$ cat config.mk
export PLATFORM = sky130hd
export DESIGN_NAME = pipeline_scheduler
export DESIGN_NICKNAME = d
export VERILOG_FILES = /design/src/rtl/pipeline_scheduler.sv
export SDC_FILE = /design/constraint.sdc
export NUM_CORES = 1
export LEC_CHECK = 0
export ABC_CLOCK_PERIOD_IN_PS = 2200
export BUFFER_PORTS_ARGS = -buffer_cell sky130_fd_sc_hd__buf_2
export CAP_MARGIN = 20
export CORE_MARGIN = 5
export CORE_UTILIZATION = 27
export DETAILED_ROUTE_END_ITERATION = 8
export SYNTH_ARGS = -nofsm -noshare
export SYNTH_HDL_FRONTEND = slang
export SYNTH_SLANG_ARGS = --single-unit
$ cat constraint.sdc
create_clock -name clk -period 2.2 [get_ports clk]
set_clock_uncertainty 0.05 [all_clocks]
set_input_delay 0 -clock clk [delete_from_list [all_inputs] [get_ports clk]]
set_output_delay 0 -clock clk [all_outputs]
set_load 0.02 [all_outputs]
$ cat src/rtl/pipeline_scheduler.sv
// ---------------------------------------------------------------------------
// pipeline_scheduler
//
// Purpose:
//   Arbitrates four requesters onto a two-stage (FILTER -> COMPARE) pipeline.
//   A winning requester is chosen round-robin, and the FILTER and COMPARE
//   stages are then enabled in turn. The requester receives a one-cycle ack
//   pulse on success, or a one-cycle err pulse if either stage exceeds its
//   cycle budget. Every output comes straight from a flop.
//
// Parameters:
//   TIMEOUT_CYC    - max cycles allowed in each of FILTER and COMPARE
//
// Ports:
//   clk            in   1  rising-edge clock
//   reset_n        in   1  asynchronous active-low reset
//   req            in   4  per-requester level request
//   filter_done    in   1  filter stage completion pulse
//   compare_done   in   1  compare stage completion pulse
//   filter_enable  out  1  filter stage enable
//   compare_enable out  1  compare stage enable
//   grant_id       out  2  requester owning the pipeline (valid while busy)
//   busy           out  1  high in every state except IDLE
//   ack            out  4  one-hot completion pulse
//   err            out  4  one-hot timeout pulse
//   txn_count      out  8  successful transaction count, wraps 255 -> 0
// ---------------------------------------------------------------------------
module pipeline_scheduler #(
  parameter logic [7:0] TIMEOUT_CYC = 8'd200
) (
  input  logic       clk,
  input  logic       reset_n,
  input  logic [3:0] req,
  input  logic       filter_done,
  input  logic       compare_done,
  output logic       filter_enable,
  output logic       compare_enable,
  output logic [1:0] grant_id,
  output logic       busy,
  output logic [3:0] ack,
  output logic [3:0] err,
  output logic [7:0] txn_count
);

  typedef enum logic [1:0] {
    ST_IDLE    = 2'd0,
    ST_FILTER  = 2'd1,
    ST_COMPARE = 2'd2,
    ST_RESP    = 2'd3
  } state_t;

  // Round-robin pick: returns {found, index}. The search starts one past the
  // previous winner, so the previous winner has the lowest priority.
  function automatic logic [2:0] rr_pick(input logic [3:0] req_in,
                                         input logic [1:0] last);
    logic [2:0] res;
    logic [1:0] idx;
    res = 3'b000;
    for (int i = 0; i < 4; i++) begin
      idx = last + 2'(i + 1);
      if ((res[2] == 1'b0) && req_in[idx]) begin
        res = {1'b1, idx};
      end else begin
        res = res;
      end
    end
    return res;
  endfunction

  // Converts a requester index into its one-hot response vector.
  function automatic logic [3:0] onehot4(input logic [1:0] id);
    return 4'b0001 << id;
  endfunction

  state_t     state_q, state_d;
  logic       filter_enable_q, filter_enable_d;
  logic       compare_enable_q, compare_enable_d;
  logic [1:0] grant_id_q, grant_id_d;
  logic [1:0] last_grant_q, last_grant_d;
  logic       busy_q, busy_d;
  logic [3:0] ack_q, ack_d;
  logic [3:0] err_q, err_d;
  logic [7:0] txn_count_q, txn_count_d;
  logic [7:0] tmo_cnt_q, tmo_cnt_d;

  logic [2:0] pick_s;
  logic       tmo_hit_s;

  assign pick_s    = rr_pick(req, last_grant_q);
  // Fires on the last permitted cycle of a stage; a done on that same
  // cycle is checked first and therefore takes precedence.
  assign tmo_hit_s = (tmo_cnt_q == (TIMEOUT_CYC - 8'd1));

  // Next-state and next-output logic for the scheduler FSM.
  always_comb begin
    state_d          = state_q;
    filter_enable_d  = filter_enable_q;
    compare_enable_d = compare_enable_q;
    grant_id_d       = grant_id_q;
    last_grant_d     = last_grant_q;
    txn_count_d      = txn_count_q;
    tmo_cnt_d        = tmo_cnt_q;
    ack_d            = 4'b0000;
    err_d            = 4'b0000;

    case (state_q)
      ST_IDLE: begin
        if (pick_s[2]) begin
          grant_id_d      = pick_s[1:0];
          last_grant_d    = pick_s[1:0];
          filter_enable_d = 1'b1;
          tmo_cnt_d       = 8'd0;
          state_d         = ST_FILTER;
        end else begin
          state_d = ST_IDLE;
        end
      end

      ST_FILTER: begin
        // compare_done is deliberately not looked at here.
        if (filter_done) begin
          filter_enable_d  = 1'b0;
          compare_enable_d = 1'b1;
          tmo_cnt_d        = 8'd0;
          state_d          = ST_COMPARE;
        end else if (tmo_hit_s) begin
          filter_enable_d = 1'b0;
          err_d           = onehot4(grant_id_q);
          state_d         = ST_RESP;
        end else begin
          tmo_cnt_d = tmo_cnt_q + 8'd1;
        end
      end

      ST_COMPARE: begin
        if (compare_done) begin
          compare_enable_d = 1'b0;
          ack_d            = onehot4(grant_id_q);
          txn_count_d      = txn_count_q + 8'd1;
          state_d          = ST_RESP;
        end else if (tmo_hit_s) begin
          compare_enable_d = 1'b0;
          err_d            = onehot4(grant_id_q);
          state_d          = ST_RESP;
        end else begin
          tmo_cnt_d = tmo_cnt_q + 8'd1;
        end
      end

      ST_RESP: begin
        // ack/err were raised on entry; their defaults clear them here.
        state_d = ST_IDLE;
      end

      default: begin
        state_d          = ST_IDLE;
        filter_enable_d  = 1'b0;
        compare_enable_d = 1'b0;
      end
    endcase

    busy_d = (state_d != ST_IDLE);
  end

  // State and output registers; reset leaves req[0] with top priority.
  always_ff @(posedge clk or negedge reset_n) begin
    if (!reset_n) begin
      state_q          <= ST_IDLE;
      filter_enable_q  <= 1'b0;
      compare_enable_q <= 1'b0;
      grant_id_q       <= 2'd0;
      last_grant_q     <= 2'd3;
      busy_q           <= 1'b0;
      ack_q            <= 4'b0000;
      err_q            <= 4'b0000;
      txn_count_q      <= 8'd0;
      tmo_cnt_q        <= 8'd0;
    end else begin
      state_q          <= state_d;
      filter_enable_q  <= filter_enable_d;
      compare_enable_q <= compare_enable_d;
      grant_id_q       <= grant_id_d;
      last_grant_q     <= last_grant_d;
      busy_q           <= busy_d;
      ack_q            <= ack_d;
      err_q            <= err_d;
      txn_count_q      <= txn_count_d;
      tmo_cnt_q        <= tmo_cnt_d;
    end
  end

  assign filter_enable  = filter_enable_q;
  assign compare_enable = compare_enable_q;
  assign grant_id       = grant_id_q;
  assign busy           = busy_q;
  assign ack            = ack_q;
  assign err            = err_q;
  assign txn_count      = txn_count_q;

endmodule

==> results.toml <==
[timing]
relSlewSlack_pct = 51.4
fin_crit_ns = 1.97
rsz0062_at_grt = "no"
finalSetupViolCount = 0
finalSetupTns_ns = 0
max_slew.worst_pin.slew_ns = 0.730
setup_ws_ns = 0.231
slew_viol_final = 0
hold_viol = 0
clock.fmax_mhz = 508
finalCritPeriodShare_pct = 89.5

[global_route]
grt_max_degree = 34
grt.total_usage_pct = 9.51
grt_pass1_wl_mm = 6.42
grt_pass1_vias = 1343
grt_antenna_before_repair = 0
grt_overflow_total = 0

[floorplan]
std_cell_rows = 29
fp.dieArea_sq_um = 8180
dieWidth_um = 90.5
die_height_um = 90.5
coreArea_sq_um = 6310
start_util_pct = 27.7
io_pins = 29

[route]
drt_iter0_drc = 72
totalWireLength_mm = 3.52
drc = 0
vias_per_cell = 4.75
wl_per_cell_um = 12.5
via_count = 1336
ant_nets = 0
firstDrtPassIters = 4

[clocking]
htreeDepth = 2
cts_tree = "done"
clk_pin_slew_ns = 0.08
clock_sinks = 33
clock_latency_ns = 0.29
cts_buffers = 5
root_buffer = "clkbuf_8"
post-cts-setup-buffers = 0
cts_resized = 0
cts_buffer_depth = 2

[finish]
nNetsFinal = 218
syn_to_final_growth_pct = 18.0
num_antenna_cells = 0
drive_gt1_share_pct = 24.0
layout_commonest_cell = "dfrtp_1"
final_cell_mix = "dfrtp_1, buf_2, nor2_1"
final_core_util_pct = 32.7

[placed_design]
place_ws_ns = 0.246
place_congestion = 0.757
dp_hpwl_mm = 2.56
numPortBuffers = 28

[critical_path]
crit_required_ns = 2.32
arrival_ns = 2.09
cp_cell_sequence = "inv_1 > ha_1 > and2_4 > a211oi_4 > o21ai_1 > mux2_4"
path_class = "flip-flop to flip-flop"
slowest_delay_ns = 0.40
critPathTopFamily = "compound AO/OA/AOI/OAI gates"
end_kind = "flip-flop"
critPathMaxFanout = 10
path_buf_inv = 1
slowest_stage = "dfrtp_1"
start_kind = "flip-flop"

[power_and_ir_drop]
p_per_area_nw_per_um2 = 1030
vdd_drop_max_uv = 634
leakagePower_nw = 0.951
finalPower_mw = 2.13

[logic_synthesis]
yosysSeqAreaShare_pct = 47.4
synth_warnings = 0
avgSynthCellArea_sq_um = 10.3
synth_edf_count = 0
async_flop_share_pct = 100
yosys_register_bits = 33
ys.flop_type = "dfrtp_1"
netlist_area_sq_um = 1750
syn_nets = 185
yosysTopAreaCell = "dfrtp_1"
synth_top_cell_area_share_pct = 44.4
synth.area.top_cells = "dfrtp_1, ha_1, nor2_1, nand2_1, dfstp_2"
syn_inst = 170
synth_cell_type_count = 49

[job]
max-cap-violations = 0

[outcome]
outcome = "completed"

[min_path]
hold_path.class = "input port to flip-flop"
where the power goes:
part	internal, mW	switching [mW]
registers	0.737	0.135
clock network	0.218	0.232
logic	0.330	0.476
total	1.29	0.843
through the flow:
| step | hold WS [ns] | instances | instance area (sq um) |
|---|---|---|---|
| after CTS | 0.0212 | 281 | 2060 |
| final | 0.0250 | 281 | 2060 |
| after detailed placement | 0.0744 | 271 | 1960 |
| after floorplan | -0.346 | 170 | 1750 |
| after global routing | 0.0468 | 281 | 2060 |
| after global placement | 0.0610 | 271 | 1960 |
metal layers:
| layer | track usage, % | share of wire (%) | up-vias |
|---|---|---|---|
| met1 | 12.8 | 48 | 629 |
| met2 | 13.7 | 45 | 24 |
| li1 | - | - | 677 |
| met3 | 3.25 | 4.9 | 6 |
| met5 | 0 | 0 | - |
| met4 | 4.09 | 2.1 | 0 |
cells in the mapped netlist (all sizes together) (2+ instances only):
cell,number
clkbuf,2
a22o,2
o2bb2ai,3
nand2,18
nor4,2
nor2b,3
or4,2
dfrtp,31
o31ai,2
dfstp,2
a211o,2
xor2,3
xnor2,4
nand4,2
buf,3
nand2b,2
o21ai,9
a32o,3
and2,3
nand3,5
o221ai,2
ha,7
o311ai,2
nor3,10
a21oi,4
nor2,21
inv,7
final timing paths:
check | slack [ns] | from | endpoint | cells past startpoint
setup / recovery | 0.23 | state_q[0]$_DFF_PN0_ | tmo_cnt_q[0]$_DFFE_PN0P_ | 6
hold / removal | 0.03 | compare_done | compare_enable$_DFFE_PN0P_ | 3
min in group asynchronous | 0.25 | reset_n | grant_id[1]$_DFFE_PN0P_ | 2
setup reg to reg | 0.23 | state_q[0]$_DFF_PN0_ | tmo_cnt_q[0]$_DFFE_PN0P_ | 6
max in group asynchronous | 1.37 | reset_n | txn_count[6]$_DFFE_PN0P_ | 2
hold reg to reg | 0.42 | txn_count[7]$_DFFE_PN0P_ | txn_count[7]$_DFFE_PN0P_ | 1
flip-flops by register name, indices dropped and copies added, names as in the netlist:
signal / cells
state_q: 2
ack: 4
tmo_cnt_q: 8
last_grant_q: 2
compare_enable: 1
err: 4
busy: 1
txn_count: 8
grant_id: 2
filter_enable: 1
logic make-up (layout without fill, tap and decap cells):
family	Yosys count	count (layout)	synth area share (%)
buffers and inverters	12	46	3.58
AND/OR/NAND/NOR	73	73	23.1
multiplexers	1	1	0.859
adder cells (fa/ha/maj)	7	7	5.01
AO/OA/AOI/OAI	37	37	16.6
flip-flops	33	33	47.4
XOR/XNOR	7	7	3.51
tightest hold or removal path, stage by stage:
cell       delay, ns
buf_2           0.13
o21bai_1        0.08
o2bb2ai_1       0.11
layout make-up:
type | instances | area, sq um
Fill cell | 657 | 4250
Inverter | 7 | 26.3
Clock buffer | 5 | 68.8
Tap cell | 77 | 96.3
Clock inverter | 3 | 17.5
Sequential cell | 33 | 828
Multi-Input combinational cell | 125 | 857
Timing Repair Buffer | 31 | 168
timing repair:
action	CTS	global route
endpoints found under the setup margin	0	0
endpoints found under the hold margin	32	0
hold buffers	2	0
Power figures use the tool's default switching activity.
